`config.mk`:
```
export PLATFORM = sky130hd
export DESIGN_NAME = switch_output_allocator
export DESIGN_NICKNAME = d
export VERILOG_FILES = /design/src/rtl/switch_output_allocator_pkg.sv /design/src/rtl/switch_output_allocator_rr_arbiter.sv /design/src/rtl/switch_output_allocator.sv
export SDC_FILE = /design/constraint.sdc
export NUM_CORES = 1
export LEC_CHECK = 0
export BUFFER_PORTS_ARGS = -buffer_cell sky130_fd_sc_hd__buf_2
export CAP_MARGIN = 20
export CORE_AREA = 2 2 43 64
export CTS_CLUSTER_SIZE = 20
export DETAILED_ROUTE_END_ITERATION = 16
export DIE_AREA = 0 0 45 66
export GPL_TIMING_DRIVEN = 0
export PLACE_DENSITY = 0.63
export SLEW_MARGIN = 20
export SYNTH_ARGS = -nofsm -noshare
export SYNTH_HDL_FRONTEND = slang
export SYNTH_SLANG_ARGS = --single-unit
```
`constraint.sdc`:
```
create_clock -name clock_i -period 4.03 [get_ports clock_i]
set_input_delay 0.6045 -clock clock_i [delete_from_list [all_inputs] [get_ports clock_i]]
set_output_delay 0.6045 -clock clock_i [all_outputs]
set_load 0.02 [all_outputs]
```
`src/rtl/switch_output_allocator_pkg.sv`:
```
// rtl/switch_output_allocator_pkg.sv - shared allocator FSM encodings and default watchdog limit
package switch_output_allocator_pkg;

  typedef enum logic {
    ALLOC_IDLE   = 1'b0,
    ALLOC_LOCKED = 1'b1
  } alloc_state_e;

  localparam int DEFAULT_TIMEOUT_CYCLES = 255;

endpackage

```
`src/rtl/switch_output_allocator_rr_arbiter.sv`:
```
// rtl/switch_output_allocator_rr_arbiter.sv - combinational round-robin picker starting at ptr_i
module switch_output_allocator_rr_arbiter #(
  parameter int N     = 4,
  parameter int PTR_W = $clog2(N)
) (
  input  logic [N-1:0]     req_i,
  input  logic [PTR_W-1:0] ptr_i,
  output logic [N-1:0]     gnt_o,
  output logic [PTR_W-1:0] idx_o,
  output logic             any_o
);

  logic [PTR_W-1:0] idx;

  // Walk N slots from ptr_i, wrapping by explicit compare so non-power-of-2 N works.
  always_comb begin
    gnt_o = '0;
    idx_o = '0;
    any_o = 1'b0;
    idx   = ptr_i;
    for (int k = 0; k < N; k++) begin
      if (!any_o && req_i[idx]) begin
        gnt_o[idx] = 1'b1;
        idx_o      = idx;
        any_o      = 1'b1;
      end
      idx = (idx == PTR_W'(N - 1)) ? '0 : idx + PTR_W'(1);
    end
  end

endmodule

```
`src/rtl/switch_output_allocator.sv`:
```
// rtl/switch_output_allocator.sv - wormhole output allocator; optional lock watchdog via ALLOC_LOCK_TIMEOUT_EN
module switch_output_allocator
  import switch_output_allocator_pkg::*;
#(
  parameter int SWITCH_INPUTS  = 4,
  parameter int TIMEOUT_CYCLES = DEFAULT_TIMEOUT_CYCLES
) (
  input  logic                     clock_i,
  input  logic                     reset_i,
  input  logic [SWITCH_INPUTS-1:0] req_i,
  input  logic [SWITCH_INPUTS-1:0] tail_i,
  input  logic                     flit_xfer_i,
  output logic [SWITCH_INPUTS-1:0] alloc_out_o,
  output logic                     busy_o,
  output logic                     timeout_o
);

  localparam int PTR_W = $clog2(SWITCH_INPUTS);

  alloc_state_e             state_q;
  logic [SWITCH_INPUTS-1:0] alloc_q;
  logic [PTR_W-1:0]         rr_ptr_q;
  logic [PTR_W-1:0]         winner_q;
  logic [PTR_W-1:0]         rr_ptr_d;
  logic [SWITCH_INPUTS-1:0] pick_gnt;
  logic [PTR_W-1:0]         pick_idx;
  logic                     pick_any;
  logic                     wd_expire;

  switch_output_allocator_rr_arbiter #(
    .N     (SWITCH_INPUTS),
    .PTR_W (PTR_W)
  ) u_rr_arbiter (
    .req_i (req_i),
    .ptr_i (rr_ptr_q),
    .gnt_o (pick_gnt),
    .idx_o (pick_idx),
    .any_o (pick_any)
  );

  assign rr_ptr_d = (winner_q == PTR_W'(SWITCH_INPUTS - 1)) ? '0 : winner_q + PTR_W'(1);

`ifdef ALLOC_LOCK_TIMEOUT_EN
  localparam int WD_W = $clog2(TIMEOUT_CYCLES + 1);

  logic [WD_W-1:0] wd_cnt_q;
  logic            timeout_q;

  // Fires on the stalled cycle that brings the idle count up to TIMEOUT_CYCLES.
  assign wd_expire = (state_q == ALLOC_LOCKED) && !flit_xfer_i &&
                     (wd_cnt_q == WD_W'(TIMEOUT_CYCLES - 1));

  always_ff @(posedge clock_i) begin
    if (reset_i) begin
      wd_cnt_q  <= '0;
      timeout_q <= 1'b0;
    end else begin
      timeout_q <= wd_expire;
      if ((state_q != ALLOC_LOCKED) || flit_xfer_i || wd_expire) begin
        wd_cnt_q <= '0;
      end else begin
        wd_cnt_q <= wd_cnt_q + WD_W'(1);
      end
    end
  end

  assign timeout_o = timeout_q;
`else
  assign wd_expire = 1'b0;
  // Limit is meaningless without the watchdog; output stays low.
  assign timeout_o = 1'b0 & (TIMEOUT_CYCLES > 0);
`endif

  always_ff @(posedge clock_i) begin
    if (reset_i) begin
      state_q  <= ALLOC_IDLE;
      alloc_q  <= '0;
      rr_ptr_q <= '0;
      winner_q <= '0;
    end else begin
      case (state_q)
        ALLOC_IDLE: begin
          if (pick_any) begin
            state_q  <= ALLOC_LOCKED;
            alloc_q  <= pick_gnt;
            winner_q <= pick_idx;
          end
        end
        ALLOC_LOCKED: begin
          if ((flit_xfer_i && tail_i[winner_q]) || wd_expire) begin
            state_q  <= ALLOC_IDLE;
            alloc_q  <= '0;
            rr_ptr_q <= rr_ptr_d;
          end
        end
        default: state_q <= ALLOC_IDLE;
      endcase
    end
  end

  assign alloc_out_o = alloc_q;
  assign busy_o      = |alloc_q;

endmodule

```
**Word-level counts from Yosys, hierarchy flattened**

Cells that the tools add are included.

- Add/subtract/negate cells: 4
- $lt $le $gt $ge: 9
- Equality and inequality tests: 6
- Mux-type cells: 40
- Bitwise operators: 4
- Reduce and logical (&&, ||, !) cells: 15

Operators with widths:

| kind | number |
|---|---|
| 4-bit two-way mux | 6 |
| 2-bit two-way mux | 8 |
| 2-bit by 3-bit < comparator with 1-bit output, second input constant | 5 |
| 1-bit two-way mux | 15 |
| 4-bit OR | 3 |
| 1-bit binary-select mux with 2-bit select | 5 |
| 2-bit by 1-bit adder with 2-bit output, second input constant | 4 |
| 1-bit demux with 2-bit select | 4 |
| 2-bit == test, second input constant | 4 |
| 2-bit by 1-bit greater-or-equal comparator with 1-bit output, second input constant | 4 |
| 1-bit logical AND | 8 |
| 4-bit case mux with 2 select lines | 1 |
| 2-bit AND reduction | 3 |
| 4-bit OR reduction | 1 |
| 1-bit zero test | 3 |
| 2-bit by 1-bit inequality test with 1-bit output, second input constant | 1 |
| 2-bit inequality test, second input constant | 1 |
| 1-bit case mux with 2 select lines | 1 |
| 1-bit NOT | 1 |

- Register bits after elaboration: 9
- Input bits: 11

**Depth between registers and ports, before layout**

- Word-level depth: 14
- Mapped depth: 10
- Depth with buffers taken out: 7

**By module**

Synthesis repeated with hierarchy kept, for this count alone.

- Cell total of the unflattened synthesis: 100
- Area total of the unflattened synthesis: 945.9 sq um

Modules (own cells, without submodules):

| module | instances | cells an instance | area an instance (sq um) | seq. area each (sq um) |
|---|---|---|---|---|
| switch_output_allocator_rr_arbiter | 1 | 54 | 505.5 | 0.0 |
| switch_output_allocator | 1 | 46 | 440.4 | 180.2 |

**Worst setup path after synthesis**

OpenSTA, ideal clock, no wires.

- Path type: flip-flop to flip-flop
- Start: register rr_ptr_q[0]
- End: register winner_q[1]
- Data arrival time: 2.443 ns
- Data required time: 3.939 ns
- Slack: 1.496 ns
- Cell stages (with the launch flop): 10
- Buffers on the path: 2
- Clock period less this slack: 2.534 ns
- Path through: dfxtp_1 -> buf_6 -> inv_1 -> ha_1 -> buf_6 -> mux2_4 -> or3_1 -> a211o_1 -> a311o_1 -> a311oi_1

- Cells in the longest elaborated chain, start to end: 13
- Elaborated cells on any way between the ends: 32
- Those cells by class: 3 x add/sub; 3 x eq/ne; 19 x mux; 7 x reduce/logical

RTL lines:

| item | line | RTL |
|---|---|---|
| start: declaration | switch_output_allocator.sv:22 | `logic [PTR_W-1:0] rr_ptr_q;` |
| start signal: assignment | switch_output_allocator.sv:93 | `rr_ptr_q <= rr_ptr_d;` |
| parallel branches: the longest is 13 deep, another holds 2-bit by 1-bit adder with 2-bit output | - |  |
| end signal: assignment | switch_output_allocator.sv:86 | `winner_q <= pick_idx;` |
| end: declaration | switch_output_allocator.sv:23 | `logic [PTR_W-1:0] winner_q;` |

Several ways; the timed one is not identified. The select of a mux whose other input is x is not followed.
A chain may end at the register's enable or synchronous reset.

**Final worst setup path**

- Start: register rr_ptr_q[1]
- End: register alloc_q[3], in the netlist alloc_out_o[3]

- Cells in the longest elaborated chain, start to end: 14
- Elaborated cells on any way between the ends: 58
- Those cells by class: 3 x add/sub; 8 x order compare; 4 x eq/ne; 29 x mux; 3 x bitwise; 11 x reduce/logical

RTL lines:

| item | line | RTL |
|---|---|---|
| 2-bit by 1-bit adder with 2-bit output (tied with other cells) | switch_output_allocator_rr_arbiter.sv:27 | `idx = (idx == PTR_W'(N - 1)) ? '0 : idx + PTR_W'(1);` |
| 2-bit two-way mux or 1-bit two-way mux (tied branches) | switch_output_allocator_rr_arbiter.sv:27, switch_output_allocator_rr_arbiter.sv:22 |  |
| 2-bit by 1-bit adder with 2-bit output (tied with other cells) | switch_output_allocator_rr_arbiter.sv:27 |  |
| 2-bit two-way mux (tied with other cells) | switch_output_allocator_rr_arbiter.sv:27 |  |
| 2-bit by 1-bit adder with 2-bit output (tied with other cells) | switch_output_allocator_rr_arbiter.sv:27 |  |
| 2-bit two-way mux (tied with other cells) | switch_output_allocator_rr_arbiter.sv:27 |  |
| 2-bit by 3-bit < comparator with 1-bit output (implied by the code) (tied with other cells) | switch_output_allocator_rr_arbiter.sv:23 | `gnt_o[idx] = 1'b1;` |
| 1-bit logical AND (implied by the code) (tied with other cells) | switch_output_allocator_rr_arbiter.sv:23 |  |
| 1-bit two-way mux (implied by the code) (tied with other cells) | switch_output_allocator_rr_arbiter.sv:23 |  |
| 1-bit demux with 2-bit select (tied with other cells) | - |  |
| 4-bit OR (no line) or 1-bit logical AND (tied branches) | - |  |
| 4-bit two-way mux or 1-bit two-way mux (tied branches) | switch_output_allocator_rr_arbiter.sv:22 | `if (!any_o && req_i[idx]) begin` |
| 4-bit two-way mux or 2-bit inequality test (tied branches) | - |  |
| 4-bit case mux with 2 select lines or 2-bit AND reduction (tied branches) | - |  |
| end signal: assignment | switch_output_allocator.sv:85 | `alloc_q <= pick_gnt;` |
| end: declaration | switch_output_allocator.sv:21 | `logic [SWITCH_INPUTS-1:0] alloc_q;` |

Parallel ways exist; a longest one is shown, timed or not. The select of a mux whose other input is x is not followed.

==> run metrics <==
largest family of logic cells by synthesized area compound AO/OA/AOI/OAI gates; simple-gate portion of the synthesized area 17.46%; Req. time, crit path 4200 ps; worst slew pin tran 657.7 ps; Pwr Density 300.6 nW/µm²; first-pass GRT wire length 3.546 mm; Hold-fix buffers, CTS 0; drt total wl 2.093 mm; Syn Inst Count 109; Max Freq 353.2 MHz; Nets 145; Avg WL per Cell 14.05 µm; Most used DFF post-synth dfxtp_1; largest area contributor in the netlist dfxtp_1; clk slew on worst S/H paths 60 ps; DRT Pass-1 Iters 5; IO Count 17; Vias/cell 5.926; clock tree buffer depth 2; initial DRC count 19; Compound-Gate Fraction of Synth Area 23.80%; starting density of the core 39.93%; postcts setup bufs 0; die height 66 µm; clock skew 2.421 ps; Pwr Total 0.3257 mW; Max Slew Vio Count 0; Leak 0.4410 nW; fin crit period 2832 ps; vias in the first global route 829; number of max-cap violations 0; endpoints failing hold 0; Post-synth EDFFs 0; Setup TNS Final 0 ps; DP Area 1057 µm²; part of the cycle the worst path needs 70.26%; layout cells sized above 1 27.20%; Worst Setup Start Kind flop; Post-Synth XOR/XNOR Area 0%; Final Cell Area 1084 µm²; Min Hold Slack 531.2 ps; post-synthesis average cell area 8.873 µm²; antenna violation net count after detailed routing 0; die area 2970 µm²; critical path class flop to flop; top cells by area, synth dfxtp_1 (19%), ha_1 (10%), buf_6 (7.0%), mux2i_1 (6.2%), mux2_2 (4.7%); DIE WIDTH 45 µm; asr flop ratio synth 0%; max_slew headroom 56.11%; worst skew pair latency 270 ps; gr ovfl total 0; GP Congestion 0.8443; Worst EP arrival 3000 ps; critical path capture point type flop; syn nets 128; via count 883; ANT cells 0; multiplexer share of the synthesized area 18.63%; GR Util All Layers 15.78%; synth unique cells 37; Hold Path Class flop to flop; CP Max Fanout 8; VDD IR-drop max 91.53 µV; # setup viols final 0; total CTS buffers 3; post-synth top area share 18.63%; Area growth, synth to finish 12.03%; commonest non-fill, non-tap cell in the layout buf_2; RSZ-0062 raised after global routing false; initial antenna violation count 0; Root Driver clkbuf_4; PortBufs 12; Syn. warnings 0; H-tree Lvls 1; largest net degree at the start of global routing 11; Seq/Total Area, Yosys 18.63%; Rows 22; post-cts repair resize count 0; post-synthesis adder-cell area fraction 10.35%; Post-DP HPWL 1.678 mm; Clock Sinks 9; CTS tree yes; run status finished, final reports clean; Post-Syn Area 967.2 µm²; core box area 2422 µm²; Yosys reg bits 9; Residual DRC 0; commonest cells after routing, fill and taps aside buf_2 (12), nor2_1 (11), dfxtp_1 (9)
## flip-flops by register name (all words and copies together) (netlist names)
register,cells
alloc_out_o,4
rr_ptr_q,2
winner_q,2
state_q,1
## logic make-up after synthesis
logic type	count (synthesis)
other cells	1
flops	9
buf+inv	12
compound gates	31
fa+ha+maj	8
mux	14
simple gates	34
## critical path, cell delays in order, from the launching register on
cell and delay, ps:
dfxtp_1 510, inv_1 190, ha_1 340, buf_6 140, mux2_2 380, mux2_4 280, nor3_2 400, a222oi_1 190
a311oi_1 300
## cell usage after synthesis, types with 4 or more instances
cell type	number
mux2_2	4
a311oi_1	4
a21oi_1	8
dfxtp_1	9
a211oi_1	4
nor2_1	11
nand2_1	7
buf_6	6
mux2i_1	6
nand2b_1	5
ha_1	8
## stage by stage
| step | setup slack, ps | std cells | utilization (%) |
|---|---|---|---|
| final | 1198 | 149 | 44.73 |
| after global routing | 1037 | 149 | 44.73 |
| after CTS | 1223 | 149 | 44.73 |
| after detailed placement | 1252 | 145 | 43.65 |
| after global placement | 1303 | 145 | 43.65 |
| after floorplan | 1496 | 109 | - |
## where the power goes
part           switching [mW]  internal, mW  leakage (nW)
logic                  0.0772        0.0676         0.352
clock network          0.0340        0.0383        0.0150
registers             0.00959        0.0990        0.0743
total                   0.121         0.205         0.441
## final timing paths
kind                            slack (ps)  depth (start not counted)        endpoint            from
worst max-delay path                  1200                          8  alloc_out_o[3]     rr_ptr_q[1]
worst min-delay path                   530                          2  alloc_out_o[2]  alloc_out_o[2]
worst max register to register        1200                          8  alloc_out_o[3]     rr_ptr_q[1]
worst min register to register         530                          2  alloc_out_o[2]  alloc_out_o[2]
## cell type report
cell class              count  area [µm²]
flip-flops and latches      9       180.2
clock buffers               4       26.28
multi-input cells          88       683.2
inverters                   3       11.26
repair buffers             12       60.06
fillers                   256        1339
plain buffers               9       92.59
well taps                  24       30.03
## routing by layer
metal  vias to the layer above  track usage, %  wire, µm
li1                        444               -         -
met1                       406           17.47       877
met2                        25           28.04      1052
met3                         8           1.093        98
met4                         0           9.191        65
met5                         -               0         0
No activity file was read; power rests on OpenSTA's default activity.
